--- src/rtl/if_prefetch.sv ---
// if_prefetch: instruction prefetch queue between instruction memory and IF/ID.
// Fetches sequential words into a DEPTH-entry FIFO of {instruction, pc+4} pairs
// and presents the oldest entry to ID with a valid/ready handshake. A redirect
// flushes the queue and restarts fetch at the new target.
//
// Ports:
//   clk           clock, all state on rising edge
//   rst           synchronous active-high reset
//   im_addr       word address to instruction memory (fetch_pc[11:2])
//   im_dout       instruction word read combinationally from im_addr
//   redirect      taken branch/jump: flush and restart fetch
//   redirect_pc   new fetch address, low two bits ignored
//   out_ready     ID accepts the head entry this cycle
//   out_valid     head entry present
//   out_ins       head instruction
//   out_pc_plus_4 head instruction address + 4
//   count         occupied entries, 0..DEPTH
module if_prefetch #(
    parameter int unsigned DEPTH    = 4,
    parameter logic [31:0] RESET_PC = 32'h0000_0000
) (
    input  logic                     clk,
    input  logic                     rst,
    output logic [9:0]               im_addr,
    input  logic [31:0]              im_dout,
    input  logic                     redirect,
    input  logic [31:0]              redirect_pc,
    input  logic                     out_ready,
    output logic                     out_valid,
    output logic [31:0]              out_ins,
    output logic [31:0]              out_pc_plus_4,
    output logic [$clog2(DEPTH):0]   count
);

    localparam int unsigned PW = $clog2(DEPTH);
    localparam int unsigned CW = PW + 1;

    logic [31:0]   r_fetch_pc;
    logic [PW-1:0] r_rd_ptr;
    logic [PW-1:0] r_wr_ptr;
    logic [CW-1:0] r_count;
    logic [63:0]   r_mem [DEPTH];

    logic          w_pop;
    logic          w_push;
    logic [31:0]   w_fetch_pc_plus_4;
    logic [63:0]   w_head;
    logic          w_unused;

    // Handshake: redirect kills both directions; a same-cycle pop frees a slot
    assign w_pop             = out_valid & out_ready & ~redirect;
    assign w_push            = ~redirect & ((r_count < CW'(DEPTH)) | w_pop);
    assign w_fetch_pc_plus_4 = r_fetch_pc + 32'd4;
    assign w_head            = r_mem[r_rd_ptr];
    assign w_unused          = ^redirect_pc[1:0];

    assign im_addr       = r_fetch_pc[11:2];
    assign out_valid     = (r_count != '0);
    assign out_ins       = w_head[63:32];
    assign out_pc_plus_4 = w_head[31:0];
    assign count         = r_count;

    // Control state: reset beats redirect, redirect beats push/pop
    always_ff @(posedge clk) begin
        if (rst) begin
            r_fetch_pc <= RESET_PC;
            r_rd_ptr   <= '0;
            r_wr_ptr   <= '0;
            r_count    <= '0;
        end else if (redirect) begin
            r_fetch_pc <= {redirect_pc[31:2], 2'b00};
            r_rd_ptr   <= '0;
            r_wr_ptr   <= '0;
            r_count    <= '0;
        end else begin
            if (w_push) begin
                r_wr_ptr   <= r_wr_ptr + PW'(1);
                r_fetch_pc <= w_fetch_pc_plus_4;
            end
            if (w_pop) begin
                r_rd_ptr <= r_rd_ptr + PW'(1);
            end
            if (w_push && !w_pop) begin
                r_count <= r_count + CW'(1);
            end else if (!w_push && w_pop) begin
                r_count <= r_count - CW'(1);
            end
        end
    end

    // Queue storage, deliberately not reset
    always_ff @(posedge clk) begin
        if (!rst && w_push) begin
            r_mem[r_wr_ptr] <= {im_dout, w_fetch_pc_plus_4};
        end
    end

endmodule

--- config.mk ---
export PLATFORM = sky130hd
export DESIGN_NAME = if_prefetch
export DESIGN_NICKNAME = d
export VERILOG_FILES = /design/src/rtl/if_prefetch.sv
export SDC_FILE = /design/constraint.sdc
export NUM_CORES = 1
export LEC_CHECK = 0
export ABC_AREA = 1
export CAP_MARGIN = 0
export CORE_AREA = 2 2 185 169
export DETAILED_ROUTE_END_ITERATION = 12
export DIE_AREA = 0 0 187 171
export GPL_ROUTABILITY_DRIVEN = 0
export PLACE_DENSITY_LB_ADDON = 0.1
export SYNTH_ARGS = -nofsm -noshare
export SYNTH_HDL_FRONTEND = slang
export SYNTH_SLANG_ARGS = --single-unit
--- constraint.sdc ---
create_clock -name clk -period 4.03 [get_ports clk]
set_input_delay 0.403 -clock clk [delete_from_list [all_inputs] [get_ports clk]]
set_output_delay 0.403 -clock clk [all_outputs]
set_load 0.05 [all_outputs]
After elaboration in Yosys (flattened, before gate mapping):

Memories as Yosys holds them, arrays and structs flattened. A register that Yosys moved wholly into a read port is not among the register bits.
Cells that the tools add are included.

* output and inout port bits: 78
* RAM bits: 256
* memories: 1
* input bits: 68
* logic and storage cells: 35
* flip-flop bits (word level): 39

* multiplexer cells: 8
* bitwise gates (word level): 5
* add/subtract/negate cells: 5
* reduce and logical (&&, ||, !) cells: 10
* magnitude comparators: 1

Memories
* r_mem: depth 4, bits a word 64, read ports 1, clocked after Yosys merged registers in 1, write ports 1, RTL line 42 `logic [63:0] r_mem [DEPTH];`

Operator list (number)
* $mux 32: 2
* $add 32x3->32 const B: 1
* $mux 3: 2
* $add 2x1->2 const B: 2
* $mux 2: 2
* $reduce_bool 2->1: 2
* $add 3x1->3 const B: 1
* $and 1x1->1: 3
* $logic_and 1x1->1: 3
* $logic_not 1->1: 3
* $lt 3x3->1 const B: 1
* $reduce_bool 3->1: 1
* $sub 3x1->3 const B: 1
* $mux 1: 2
* $reduce_or 2->1: 1
* $not 1->1: 1
* $or 1x1->1: 1

Depth between registers and ports, before layout:

* word-level depth: 9
* depth in mapped cells: 11
* gate-level depth less buffers: 10

Worst setup path after synthesis:

OpenSTA, ideal clock, no wires.

* path kind: register to register
* start: register r_count[2], in the netlist count[2]
* end: memory r_mem[0][10] (enable)
* data arrival time: 3.643 ns
* stages on the path, launching flop included: 6
* path buffers: 0
* required time: 3.548 ns
* slack: -0.096 ns
* setup time: 0.482 ns
* path through: dfxtp_1 inv_1 a21oi_4 nor2_1 inv_1 nor2_1

* word-level cells in the longest chain between the ends: 8
* elaborated cells on any way between the ends: 9
* those cells by class: order compare (1); mux (2); bitwise (4); reduce/logical (2)

Ends and longest elaborated chain
* start, declared: RTL line 41 `logic [CW-1:0] r_count;`
* start signal, assigned: RTL line 84 `r_count <= r_count + CW'(1);`
* start signal, assigned: RTL line 86 `r_count <= r_count - CW'(1);`
* $reduce_bool 3->1: RTL line 58 `assign out_valid = (r_count != '0);`
* $and 1x1->1 (2 in a row): RTL line 51 `assign w_pop = out_valid & out_ready & ~redirect;`
* $or 1x1->1 *: RTL line 52 `assign w_push = ~redirect & ((r_count < CW'(DEPTH)) | w_pop);`
* $and 1x1->1 *: RTL line 52
* $logic_and 1x1->1 *: RTL line 93 `if (!rst && w_push) begin`
* $mux 1 *: RTL line 93
* $mux 1 (not written as such) *: RTL line 94 `r_mem[r_wr_ptr] <= {im_dout, w_fetch_pc_plus_4};`
* end, declared: RTL line 42

Mark *: on every way between the ends. The rest lies on a longest branch, timed or not.

==> flow_metrics.py <==
metrics = {
    "final_layout": {
        "layout_commonest_cell": "sky130_fd_sc_hd__edfxtp_1",
        "layout.core_utilization": 0.487,
        "finalNetCount": 1280,
        "fill_cells": 2779,
        "antennaDiodeCount": 0,
        "flow.area_growth_from_synthesis_pct": 24.2,
        "final_cell_mix": "248 x sky130_fd_sc_hd__edfxtp_1, 184 x sky130_fd_sc_hd__nor2_1, 154 x sky130_fd_sc_hd__nand2_1, 154 x sky130_fd_sc_hd__o21ai_0, 141 x sky130_fd_sc_hd__clkdlybuf4s50_1",
        "final_layout_size_suffix_gt1_frac": 0.0642,
    },
    "sta": {
        "slew_violations": 0,
        "fmax_mhz": 303,
        "setup-violations-final": 0,
        "max-slew-margin-rel": 0.514,
        "setup_ws_post_layout_ps": 733,
        "grt_setup_unrepaired": "false",
        "layout_min_cycle_time_ps": 3300,
        "period_share": 0.818,
        "hold_violations": 0,
        "fin_setup_tns_ps": 0,
        "largest_clock_skew_in_the_final_design_ps": 25.2,
        "worst-slew-pin-transition_ps": 728,
    },
    "logic_synthesis": {
        "post_synth_top_area_share": 0.627,
        "ys.warnings.count": 0,
        "synth.ff_latch_count": 287,
        "synth.yosys.seq_area_share": 0.693,
        "asyncSetResetFlopFracSynth": 0,
        "netlist_top_cells_area": "sky130_fd_sc_hd__edfxtp_1 63%, sky130_fd_sc_hd__dfxtp_1 6.6%, sky130_fd_sc_hd__o21ai_0 6.5%, sky130_fd_sc_hd__nor2_1 5.9%, sky130_fd_sc_hd__nand2_1 4.9%",
        "synth-adder-area-share": 0.00801,
        "post_synth_simple_gate_area": 0.133,
        "synth_top_flop_cell": "sky130_fd_sc_hd__edfxtp_1",
        "synthDistinctLibCells": 30,
        "synthCells": 1073,
        "synth-edff-count": 248,
        "synth_mux_area_frac": 0,
        "yosysTopAreaCell": "sky130_fd_sc_hd__edfxtp_1",
        "mappedNetlistArea_um2": 11900,
        "synth_top_family_by_area": "simple AND/OR/NAND/NOR gates",
        "synthXorXnorAreaFrac": 0.00516,
        "synth-compound-area-share": 0.115,
        "post_synth.cell_area_avg_um2": 11.1,
    },
    "cts": {
        "post_cts_buffers": 0,
        "clk_latency_ps": 570,
        "cts.sink_count": 287,
        "worst_setup_hold_path_clk_slew_ps": 60,
        "cts_buffers": 31,
        "cts_tree": "yes",
        "cts.root.buffer_cell": "sky130_fd_sc_hd__clkbuf_16",
        "ctsResizeCount": 0,
        "h-tree-depth": 1,
        "cts_buffer_depth": 3,
        "cts_hold_buffers": 0,
    },
    "placement": {
        "pre_cts_ws_ps": 1260,
        "place.port_buffers": 141,
        "dpl_wire_length_um": 17100,
    },
    "min_path": {
        "holdCritStartpoint": "im_dout[10]",
        "whs_path_depth": 1,
        "min-delay-path-class": "input port to flop",
        "worst_hold_path.endpoint": "r_mem[2][42]$_DFFE_PP_",
    },
    "worst_setup_path": {
        "worst-r2r-cell-count": 7,
        "worst_setup_path_end_kind": "output port",
        "path_cells": "buf_4 > o21ai_0 > o22ai_1 > clkdlybuf4s50_1",
        "critPathTopFamily": "buffers and inverters",
        "timing.critical_path.slowest_cell_delay_ps": 880,
        "required_time_of_the_critical_path_ps": 3630,
        "start_kind": "flop",
        "worstPathMaxFanout": 62,
        "timing.rr.start": "r_fetch_pc[2]$_SDFFE_PP0P_",
        "timing.rr.end": "r_mem[0][26]$_DFFE_PP_",
        "rrSetupSlack_ps": 1960,
        "cpMaxStageDelayCell": "sky130_fd_sc_hd__clkdlybuf4s50_1",
        "crit_type": "flop to output port",
        "worstPathBufferInverterCount": 2,
        "worst-endpoint-arrival_ps": 2890,
    },
    "drt": {
        "postRouteAntennaNets": 0,
        "finalWirelength_um": 28400,
        "routedWlPerCell_um": 17.3,
        "drt-vias-per-instance": 4.95,
        "detail_route.drc_violations": 0,
        "detailroute.via_count": 8113,
        "length_of_the_first_detailed_routing_pass_in_iterations": 5,
        "drt_iter0_drc": 689,
    },
    "floorplan": {
        "width_of_the_die_um": 187,
        "initial_core_util": 0.392,
        "ios": 146,
        "row_count": 61,
        "die-height_um": 171,
        "die_area_um2": 32000,
        "floorplan.core_area_um2": 30300,
    },
    "global_route": {
        "wire_length_of_the_first_global_routing_pass_um": 43700,
        "track_usage": 0.176,
        "via_count_of_the_first_global_routing_pass": 7699,
        "grt_overflow_total": 0,
        "grt_antenna_before_repair": 0,
        "grt_start_max_net_pins": 71,
    },
    "job": {
        "cap_violations": 0,
    },
    "power": {
        "peakVddDrop_v": 0.000339,
        "power_density_nw_per_um2": 454,
        "power.static_leakage_uw": 0.00508,
    },
    "run_status": {
        "run_status": "completed",
    },
}
-- area by class of cell --
type / count / area, µm² / share of cell area
clock inverters: 18 / 158 / 0.0107
multi-input cells: 663 / 3140 / 0.213
clock buffers: 40 / 820 / 0.0556
flip-flops and latches: 287 / 8230 / 0.558
repair buffers: 159 / 1650 / 0.112
well taps: 409 / 512 / 0.0347
inverters: 63 / 238 / 0.0161
-- report_power, final --
group          internal (µW)  total [µW]  switching, µW
sequential              3310        3350           38.7
combinational            214         636            423
clock                   1570        2700           1130
total                   5090        6690           1590
-- synth_stat cells, types with 2 or more instances --
library cell               number
sky130_fd_sc_hd__buf_2         11
sky130_fd_sc_hd__a21oi_1       27
sky130_fd_sc_hd__inv_1         62
sky130_fd_sc_hd__buf_1          2
sky130_fd_sc_hd__nand2_2        2
sky130_fd_sc_hd__and2_1        12
sky130_fd_sc_hd__ha_1           6
sky130_fd_sc_hd__xor2_1         7
sky130_fd_sc_hd__buf_4         14
sky130_fd_sc_hd__clkbuf_1      33
sky130_fd_sc_hd__nand2_1      154
sky130_fd_sc_hd__nor3_1         2
sky130_fd_sc_hd__dfxtp_1       39
sky130_fd_sc_hd__nand4_1        2
sky130_fd_sc_hd__o22ai_1       62
sky130_fd_sc_hd__o21ai_0      154
sky130_fd_sc_hd__nor2_2         4
sky130_fd_sc_hd__edfxtp_1     248
sky130_fd_sc_hd__a22oi_1        3
sky130_fd_sc_hd__nor2_1       188
sky130_fd_sc_hd__o211ai_1       2
sky130_fd_sc_hd__nand3_1       31
-- metrics by stage --
step                cell area [µm²]  hold slack [ps]  power (µW)  std cells
finish                        14700              461        6690       1639
global route                  14700              449        6920       1639
global placement              13800              479        4050       1581
floorplan                     11900              467        3790       1074
detailed placement            13800              499        4050       1581
CTS                           14700              440        6760       1639
-- registers in the layout, summed over array words and instances (netlist names), named ones only --
register	flops
count	3
r_rd_ptr	2
r_wr_ptr	2
r_mem	248
r_fetch_pc	30
-- kinds of logic after synthesis --
group                    count (synthesis)
adder cells (fa/ha/maj)                  7
buffers and inverters                  124
other                                    1
XOR/XNOR                                 7
AND/OR/NAND/NOR                        396
AO/OA/AOI/OAI                          251
flip-flops                             287
-- how the worst max path moves through the flow --
stage,to,depth (start not counted),slack [ps],start
2_1_floorplan,r_mem[0][10]$_DFFE_PP_,5,-100,count[2]$_SDFFE_PP0P_
3_3_place_gp,out_pc_plus_4[13],4,1260,flop
3_5_place_dp,out_pc_plus_4[13],4,1260,flop
4_1_cts,out_pc_plus_4[14],4,660,flop
5_1_grt,out_pc_plus_4[31],4,580,flop
6_report,out_pc_plus_4[15],4,730,flop
-- per-layer routing --
| metal | GRT usage | routed length (µm) | up-vias |
|---|---|---|---|
| li1 | - | - | 4024 |
| met1 | 0.247 | 13500 | 3856 |
| met2 | 0.293 | 13300 | 200 |
| met3 | 0.0242 | 1130 | 33 |
| met4 | 0.0376 | 468 | 0 |
| met5 | 0 | 0 | - |
(Power assumes the default switching activity.)
